### src/rtl/cache_reconfig_ctrl.sv
// cache_reconfig_ctrl: gates cache requests and sequences drain -> flush -> mode apply -> settle
// whenever a mode-change command asks for a value different from the one currently driven.
module cache_reconfig_ctrl #(
    parameter int MSG_W           = 76,
    parameter int MODE_W          = 2,
    parameter int MAX_OUTSTANDING = 4,
    parameter int CNT_W           = 3,
    parameter int SETTLE_CYCLES   = 2,
    parameter int RESET_MODE      = 0
) (
    input  logic              clk,
    input  logic              reset,
    input  logic              cfg_req_val,
    input  logic [MODE_W-1:0] cfg_req_mode,
    output logic              cfg_req_rdy,
    output logic              cfg_done,
    input  logic              in_req_val,
    output logic              in_req_rdy,
    input  logic [MSG_W-1:0]  in_req_msg,
    output logic              cachereq_val,
    input  logic              cachereq_rdy,
    output logic [MSG_W-1:0]  cachereq_msg,
    input  logic              cacheresp_val,
    input  logic              cacheresp_rdy,
    output logic              flush_req,
    input  logic              flush_done,
    output logic [MODE_W-1:0] reconfiguration,
    output logic              busy,
    output logic              err_underflow
);
    localparam int                SET_W    = $clog2(SETTLE_CYCLES + 1);
    localparam logic [CNT_W-1:0]  MAX_O    = CNT_W'(MAX_OUTSTANDING);
    localparam logic [MODE_W-1:0] RST_M    = MODE_W'(RESET_MODE);
    localparam logic [SET_W-1:0]  SET_INIT = SET_W'(SETTLE_CYCLES - 1);

    typedef enum logic [2:0] {RUN, DRAIN, FLUSH, APPLY, SETTLE} state_t;

    state_t            r_state, w_state_nxt;
    logic [CNT_W-1:0]  r_outstanding;
    logic [MODE_W-1:0] r_pending, r_mode;
    logic [SET_W-1:0]  r_settle;
    logic              r_flush, r_done, r_err;
    logic              w_open, w_req_fire, w_resp_fire, w_cfg_fire, w_same;

    assign w_open          = (r_state == RUN) && (r_outstanding < MAX_O);
    assign cachereq_val    = in_req_val & w_open;
    assign in_req_rdy      = cachereq_rdy & w_open;
    assign cachereq_msg    = in_req_msg;
    assign w_req_fire      = cachereq_val & cachereq_rdy;
    assign w_resp_fire     = cacheresp_val & cacheresp_rdy;
    assign cfg_req_rdy     = r_state == RUN;
    assign w_cfg_fire      = cfg_req_val & cfg_req_rdy;
    assign w_same          = cfg_req_mode == r_mode;
    assign cfg_done        = r_done;
    assign flush_req       = r_flush;
    assign reconfiguration = r_mode;
    assign busy            = r_state != RUN;
    assign err_underflow   = r_err;

    always_comb begin
        w_state_nxt = r_state;
        case (r_state)
            RUN:     w_state_nxt = (w_cfg_fire && !w_same) ? DRAIN : RUN;
            DRAIN:   w_state_nxt = (r_outstanding == '0) ? FLUSH : DRAIN;
            FLUSH:   w_state_nxt = flush_done ? APPLY : FLUSH;
            APPLY:   w_state_nxt = SETTLE;
            SETTLE:  w_state_nxt = (r_settle == '0) ? RUN : SETTLE;
            default: w_state_nxt = RUN;
        endcase
    end

    always_ff @(posedge clk or posedge reset) begin
        if (reset) begin
            r_state       <= RUN;
            r_outstanding <= '0;
            r_pending     <= '0;
            r_mode        <= RST_M;
            r_settle      <= '0;
            r_flush       <= 1'b0;
            r_done        <= 1'b0;
            r_err         <= 1'b0;
        end else begin
            r_state <= w_state_nxt;
            // flush_req is high for exactly the cycles spent in FLUSH
            r_flush <= w_state_nxt == FLUSH;
            r_done  <= (w_cfg_fire && w_same) || (r_state == SETTLE && r_settle == '0);
            if (w_cfg_fire && !w_same)
                r_pending <= cfg_req_mode;
            if (r_state == APPLY) begin
                r_mode   <= r_pending;
                r_settle <= SET_INIT;
            end else if (r_state == SETTLE && r_settle != '0) begin
                r_settle <= r_settle - 1'b1;
            end
            if (w_req_fire && !w_resp_fire)
                r_outstanding <= r_outstanding + 1'b1;
            else if (w_resp_fire && !w_req_fire && r_outstanding != '0)
                r_outstanding <= r_outstanding - 1'b1;
            if (w_resp_fire && r_outstanding == '0)
                r_err <= 1'b1;
        end
    end
endmodule

### config.mk
export PLATFORM = sky130hd
export DESIGN_NAME = cache_reconfig_ctrl
export DESIGN_NICKNAME = d
export VERILOG_FILES = /design/src/rtl/cache_reconfig_ctrl.sv
export SDC_FILE = /design/constraint.sdc
export NUM_CORES = 1
export LEC_CHECK = 0
export ABC_AREA = 1
export CAP_MARGIN = 20
export CORE_MARGIN = 4
export CORE_UTILIZATION = 28
export DETAILED_ROUTE_END_ITERATION = 8
export GPL_ROUTABILITY_DRIVEN = 0
export PLACE_DENSITY = 0.87
export SLEW_MARGIN = 20
export SYNTH_ARGS = -nofsm -noshare
export SYNTH_HDL_FRONTEND = slang
export SYNTH_SLANG_ARGS = --single-unit
export TNS_END_PERCENT = 100
### constraint.sdc
create_clock -name clk -period 3.8 [get_ports clk]
set_input_delay 0.95 -clock clk [delete_from_list [all_inputs] [get_ports clk]]
set_output_delay 0.95 -clock clk [all_outputs]
set_load 0.05 [all_outputs]
; Word level (Yosys, flattened, before mapping)
; Cells that the tools add are included.
[word_totals]
word_cells = 53
register_bits = 15
inputBits = 86
[op_classes]
n_reduce_logical = 21
n_eq_ne = 6
add_sub_neg = 3
order_cmp = 1
mux = 9
bitwise = 5
[op_table]
columns = op, count
row1 = $pmux 3 s5, 1
row2 = $eq 3x2->1 const B, 3
row3 = $logic_and 1x1->1, 9
row4 = $mux 3, 3
row5 = $logic_not 3->1, 2
row6 = $mux 2, 3
row7 = $reduce_bool 2->1, 3
row8 = $reduce_bool 3->1, 2
row9 = $and 1x1->1, 5
row10 = $add 3x1->3 const B, 1
row11 = $eq 3x1->1 const B, 1
row12 = $eq 3x3->1 const B, 1
row13 = $logic_not 1->1, 3
row14 = $lt 3x3->1 const B, 1
row15 = $sub 3x1->3 const B, 1
row16 = $eq 2x2->1, 1
row17 = $logic_not 2->1, 1
row18 = $mux 1, 2
row19 = $sub 2x1->2 const B, 1
row20 = $logic_or 1x1->1, 1

; Longest topological paths before layout
; Gate-level depths: netlist of the first run.
[depth]
ltp_word = 9
mapped_depth = 10
depth_no_buf = 10

; Worst setup path after synthesis of the first run
; Ideal clock, no wire load.
[synth_timing]
path_kind = input port to output port
start = input cachereq_rdy
end = output in_req_rdy
t_arrival_ps = 1650
t_required_ps = 2850
setup_slack_ps = 1200
cell_stages = 2
path_cell_list = inv_1 nor2_1
[synth_via]
elab_chain_cells = 1
[synth_lines]
columns = element, line_no
row1 = start: declaration, 21  ; input logic cachereq_rdy,
row2 = $and 1x1->1, 47  ; assign in_req_rdy = cachereq_rdy & w_open;
row3 = end: declaration, 18  ; output logic in_req_rdy,
; Every way passes these cells.

; Worst setup path in the final report of the first run
[layout_timing]
start = register r_state[0]
end = output cfg_req_rdy
[layout_via]
elab_chain_cells = 1
[layout_lines]
columns = element, line_no
row1 = start: declaration, 38  ; state_t r_state, w_state_nxt;
row2 = start signal: assignment, 83  ; r_state <= w_state_nxt;
row3 = $logic_not 3->1, 51  ; assign cfg_req_rdy = r_state == RUN;
row4 = end: declaration, 15  ; output logic cfg_req_rdy,
; Every way passes these cells.

==> metrics, run 1 <==
outcome complete, no violations; antenna cells 0; most numerous cell in the Yosys netlist buf_4; sequential area share after synthesis 27.8%; reg-to-reg endpoint r_outstanding[2]$_DFFE_PP0P_; Max Transition Viols Final 0; synthesized net count 258; total number of yosys warnings 0; Area contributors post-synth buf_4 (42%), dfrtp_1 (28%), nand2_1 (6.1%), inv_1 (5.3%), nand3_1 (3.3%); core area between 4000 and 5000 sq um; Total Routing Usage GR 7.20%; mean post-synth cell area 7.95 sq um; ANT nets after route 0; Worst Hold Path EP r_outstanding[2]$_DFFE_PP0P_; initial core utilization 28.8%; area of the multi-input gates 330 sq um; First-pass DRT Iterations 4; Hold Buf Count CTS 0; DIE WIDTH 77.5 um; slowest CP cell clkdlybuf4s50_1; actual transition at the worst max-transition pin 0.560 ns; Post-Route Skew 0.00307 ns; final setup violation count 0; Crit path arrival time 1.89 ns; Synth top cells by count buf_4 (76), nand2_1 (22), inv_1 (19); CP peak stage delay about 0.8 ns; Clock Tree Root clkbuf_8; largest net degree at the start of global routing 16; CTS Buf Count 3; nature of the critical path startpoint flop; antenna violations before repair 0; clock buffer depth 2; Worst EP required 2.85 ns; reg2reg path depth 9; drt first-iter violations 9; Yosys cell types 20; Relative slew margins between 60% and 70%; leakage power 0.518 nW; worst reg2reg startpoint r_state[0]$_DFF_PP0_; post-detail-place hpwl roughly 1600 um; CP cell instances nor2_4, nand2_1, inv_1, clkdlybuf4s50_1; max frequency roughly 350 MHz; min-delay src r_outstanding[2]$_DFFE_PP0P_; share of total power in combinational logic 58.8%; Worst-path clk slew 0.05 ns; post-synth top area cell buf_4; fraction of registers with async set/reset 100%; setup_tns 0 ns; Worst Hold Path Cells 2; fill count 507; CTS resizes 0; Period Utilization, post-route between 70 and 80%; min Tclk post-route around 2.8 ns; sequential cell area ~380 sq um; Final Hold Viols 0; number of synthesized flops with an enable pin 0; final wirelength 2000 um; Seq pwr share 28.6%; DRC 0; Yosys reg bits 15; FP Rows 25; Die H 77.5 um; Via Count 735; worst skew pair latency between 0.2 and 0.3 ns; switching pwr between 0.0005 and 0.0006 W; CP Capture Type output pin; sw frac between 50% and 60%; Hold Path Class reg -> reg; cells after synthesis 170; clock sink count 15; R2R setup slack 2.04 ns; number of global-route vias before repair 795; count of buffers from port buffering 18; Vias/cell 4.32; area share of the largest cell type after synthesis a little over two fifths; first-pass GRT wire length 3480 um; die area 6000 sq um; max_cap viols 0; kind of critical path reg -> out; clock power share 12.6%; num ports around 170; share of cells above drive strength 1 between 10% and 20%; RSZ-0062 raised after global routing no; CP max FO 5; TritonCTS clock tree built; H-Tree Level Count 1; Pint 0.000500 W; wire length per cell 11.8 um; ys flop type dfrtp_1; Cell Pwr Density 937 nW/um^2; Setup Fix Bufs, Post-CTS 0; Layout Nets around 200; Cell Area, Synth 1350 sq um; VDD IR max 0.424 mV; hold_ws 0.477 ns; GRT Residual Overflow 0; Area growth, synth to finish -20.9%
## placed cells by master, fill, tap and decap left out, types with 2 or more instances in the layout
cell,netlist,routed
a21oi_1,2,2
buf_4,76,2
clkbuf_8,0,3
clkdlybuf4s50_1,0,16
dfrtp_1,15,15
inv_1,19,19
nand2_1,22,22
nand2_2,2,2
nand3_1,9,9
nand4_1,3,3
nor2_1,7,7
nor2_4,2,2
o21ai_0,4,4
## flip-flops by register name, indices dropped and copies added, names as in the netlist
name             flops
cfg_done             1
r_pending            2
r_outstanding        3
reconfiguration      2
flush_req            1
r_state              3
err_underflow        1
r_settle             2
## worst max-delay path by stage
stage                     depth (start not counted)  slack [ns]          end            startpoint
after CTS                                         4        0.95  cfg_req_rdy  r_state[0]$_DFF_PP0_
final                                             4        0.96  cfg_req_rdy  r_state[0]$_DFF_PP0_
after global routing                              4        0.84  cfg_req_rdy  r_state[0]$_DFF_PP0_
after global placement                            4        1.00   in_req_rdy          cachereq_rdy
after detailed placement                          4        0.98   in_req_rdy          cachereq_rdy
after floorplan                                   2        1.20   in_req_rdy          cachereq_rdy
## cell families (layout without fill, tap and decap cells)
logic type               count (synthesis)  in the layout  synth area share (%)
AO/OA/AOI/OAI                           10             10                  4.63
AND/OR/NAND/NOR                         47             47                  17.4
buffers and inverters                   96             42                  47.8
adder cells (fa/ha/maj)                  2              2                  2.41
flip-flops                              15             15                  27.8
## layer usage
metal	wire length [um]	up-vias	global-route usage, %	share of wire [%]
met2	801	45	9.59	40
met5	0	-	0	0
li1	-	340	-	-
met3	248	32	4.52	12
met4	139	0	7.12	6.9
met1	813	318	7.46	41
## worst max-delay path, delay by kind of cell, from the launching register on
| family | cells | cell delay (ns) |
|---|---|---|
| buffers and inverters | 2 | 0.89 |
| AND/OR/NAND/NOR | 2 | 0.32 |
| flip-flops | 1 | 0.44 |
## power by group through the flow
stage	Sequential, W	Combinational [W]	Clock [W]
6_report	0.000286	0.000588	0.000126
3_3_place_gp	0.000286	0.000577	0
5_1_grt	0.000295	0.000649	0.000141
2_1_floorplan	0.000369	0.000553	0
3_5_place_dp	0.000289	0.000592	0
4_1_cts	0.000287	0.000594	0.000131
## final cells by class
cell class	count	area share (%)
sequential	15	35.1
timing repair buffer	18	16.4
tap	54	6.32
clock buffer	4	4.22
multi-input combinational	59	30.9
inverter	20	7.03
## per-stage QoR
step	instance area [sq um]	power, W	util (%)	setup WS [ns]	std cells
after global routing	1070	0.00109	22.8	0.839	170
after CTS	1070	0.00101	22.8	0.947	170
final	1070	0.00100	22.8	0.961	170
after global placement	1020	0.000863	21.8	1.00	166
after floorplan	1350	0.000921	-	1.20	170
after detailed placement	1020	0.000882	21.8	0.983	166
Note: power is estimated with default switching activity, not from simulation.
==> run 2, diff against run 1 <==
--- a/config.mk
+++ b/config.mk
@@ -8,10 +8,10 @@
 export ABC_AREA = 1
 export CAP_MARGIN = 20
 export CORE_MARGIN = 4
-export CORE_UTILIZATION = 28
+export CORE_UTILIZATION = 26
 export DETAILED_ROUTE_END_ITERATION = 8
 export GPL_ROUTABILITY_DRIVEN = 0
-export PLACE_DENSITY = 0.87
+export PLACE_DENSITY = 0.82
 export SLEW_MARGIN = 20
 export SYNTH_ARGS = -nofsm -noshare
 export SYNTH_HDL_FRONTEND = slang
==> constraint.sdc (replaced) <==
create_clock -name clk -period 2.9 [get_ports clk]
set_input_delay 0.725 -clock clk [delete_from_list [all_inputs] [get_ports clk]]
set_output_delay 0.725 -clock clk [all_outputs]
set_load 0.05 [all_outputs]
==> run 2 against run 1 <==
Routed wire length grew 5.2%. Register-to-register slack lost 0.95 ns. Sequential share of layout area shrank 1.3 points. Critical path type unchanged.
==> metrics, run 2 (synthesized netlist as in run 1, its figures left out) <==
wire length per cell 11.5 um (-2.2%); RSZ-0062 raised after global routing no; Period Utilization, post-route 89.7%; Die H 80.1 um (+3.4%); setup_tns 0 ns (unchanged); CTS Buf Count 3 (unchanged); GRT Residual Overflow 0 (unchanged); ANT nets after route 0 (unchanged); CTS resizes 0 (unchanged); final wirelength 2110 um (+5.2%); final setup violation count 0 (unchanged); min Tclk post-route 2.60 ns; outcome complete, no violations; switching pwr 0.000665 W (+33%); share of total power in combinational logic 59.3% (+0.5 points); share of cells above drive strength 1 11.2% (unchanged); H-Tree Level Count 1 (unchanged); Crit path arrival time 1.88 ns (about the same); Seq pwr share 28.3% (-0.3 points); Vias/cell 4.15 (-4.1%); Worst EP required 2.17 ns (-0.68 ns); core area 4880 sq um (+4.0%); CP max FO 5 (unchanged); Via Count 759 (+3.3%); Layout Nets 205 (unchanged); FP Rows 25 (unchanged); drt first-iter violations 22 (+13); largest net degree at the start of global routing 16 (unchanged); num ports 171 (unchanged); utilization after layout 22.7% (-0.030 points); sw frac 49.3% (-0.74 points); Worst-path clk slew 0.06 ns (about the same); Cell Pwr Density 1210 nW/um^2 (+30%); worst skew pair latency 0.24 ns (about the same); CP cell instances nor2_4, nand2_1, inv_1, clkdlybuf4s50_1; Clock Tree Root clkbuf_8; kind of critical path reg -> out; Total Routing Usage GR 6.87% (-0.32 points); Max Transition Viols Final 0 (unchanged); Final Hold Viols 0 (unchanged); nature of the critical path startpoint flop; area of the multi-input gates 330 sq um (unchanged); actual transition at the worst max-transition pin 0.571 ns (+0.0109 ns); Pint 0.000683 W (+37%); Hold Buf Count CTS 0 (unchanged); Post-Route Skew 0.00148 ns (-0.00159 ns); number of global-route vias before repair 776 (-2.4%); VDD IR max 0.784 mV (+85%); initial core utilization 27.7% (-1.1 points); clock power share 12.4% (-0.2 points); max_cap viols 0 (unchanged); instance area at placement 1060 sq um (+4.0%); most common cell after layout, fill and taps aside nand2_1; post-route cell area 1110 sq um (+3.9%); Area growth, synth to finish -17.9%; DRC 0 (unchanged); slowest CP cell clkdlybuf4s50_1; clock buffer depth 2 (unchanged); Regs by FF count r_outstanding x3, r_state x3; leakage power 0.524 nW (+1.2%); sequential cell area 375 sq um (unchanged); clock sink count 15 (unchanged); CP Buf/Inv Count 2 (unchanged); antenna cells 0 (unchanged); fill count 540 (+6.5%); TritonCTS clock tree built; Relative slew margins 61.9% (-0.73 points); hold_ws 0.478 ns (+0.00111 ns); CP top delay family buffers and inverters; first-pass GRT wire length 3440 um (-1.2%); max frequency between 300 and 400 MHz; First-pass DRT Iterations 4 (unchanged); CP peak stage delay 0.79 ns (about the same); CP Capture Type output pin; antenna violations before repair 0 (unchanged); Hold Path Class reg -> reg; die area 6410 sq um (+6.9%); Setup Fix Bufs, Post-CTS 0 (unchanged); DIE WIDTH 80.1 um (+3.4%); post-detail-place hpwl 1700 um (+6.2%); count of buffers from port buffering 18 (unchanged); commonest non-fill, non-tap cells in the layout nand2_1 (22), inv_1 (19), clkdlybuf4s50_1 (16), dfrtp_1 (15), nand3_1 (9)
-- run 2: power groups by stage --
stage | logic (W) | registers [W] | clock network (W)
2_1_floorplan | 0.000724 | 0.000483 | 0
3_3_place_gp | 0.000787 | 0.000379 | 0
6_report | 0.000800 | 0.000381 | 0.000167
5_1_grt | 0.000880 | 0.000395 | 0.000185
4_1_cts | 0.000814 | 0.000381 | 0.000175
3_5_place_dp | 0.000808 | 0.000385 | 0
-- run 2: per-stage QoR --
| stage | worst slack, ns | instances | power [W] |
|---|---|---|---|
| 3_5_place_dp | 0.486 | 179 | 0.00119 |
| 2_1_floorplan | 0.750 | 170 | 0.00121 |
| 5_1_grt | 0.200 | 183 | 0.00146 |
| 6_report | 0.300 | 183 | 0.00135 |
| 3_3_place_gp | 0.504 | 179 | 0.00117 |
| 4_1_cts | 0.289 | 183 | 0.00137 |
-- run 2: final timing paths --
kind,start,end,slack [ns],cells past startpoint
worst max-delay path,r_state[0]$_DFF_PP0_,cfg_req_rdy,0.30,4
worst min-delay path,r_outstanding[2]$_DFFE_PP0P_,r_outstanding[2]$_DFFE_PP0P_,0.48,2
worst max register to register,r_state[0]$_DFF_PP0_,r_outstanding[2]$_DFFE_PP0P_,1.09,9
worst min register to register,r_outstanding[2]$_DFFE_PP0P_,r_outstanding[2]$_DFFE_PP0P_,0.48,2
max in group asynchronous,reset,r_settle[0]$_DFFE_PP0N_,1.69,2
min in group asynchronous,reset,cfg_done$_DFF_PP0_,0.84,2
-- run 2: cell type report --
type	instances	share of cell area (%)
flip-flops and latches	15	33.8
multi-input cells	59	29.8
inverters	20	6.76
repair buffers	18	18.0
well taps	67	7.55
clock buffers	4	4.06
-- run 2: metal layers --
layer	wire length, um	track usage, %	vias to the layer above	share of wire, %
li1	-	-	337	-
met1	833	7.12	337	40
met2	835	9.44	51	40
met3	313	5.27	34	15
met4	126	4.73	0	6.0
met5	0	0	-	0
-- run 2: worst reg2reg max path, stage by stage (launching register included) --
cell	delay, ns
dfrtp_1	0.45
nor2_4	0.17
nand3_2	0.12
nor2_4	0.16
nand3_4	0.12
fa_1	0.42
inv_1	0.07
nand2_1	0.06
nand3_1	0.08
nand2_1	0.06
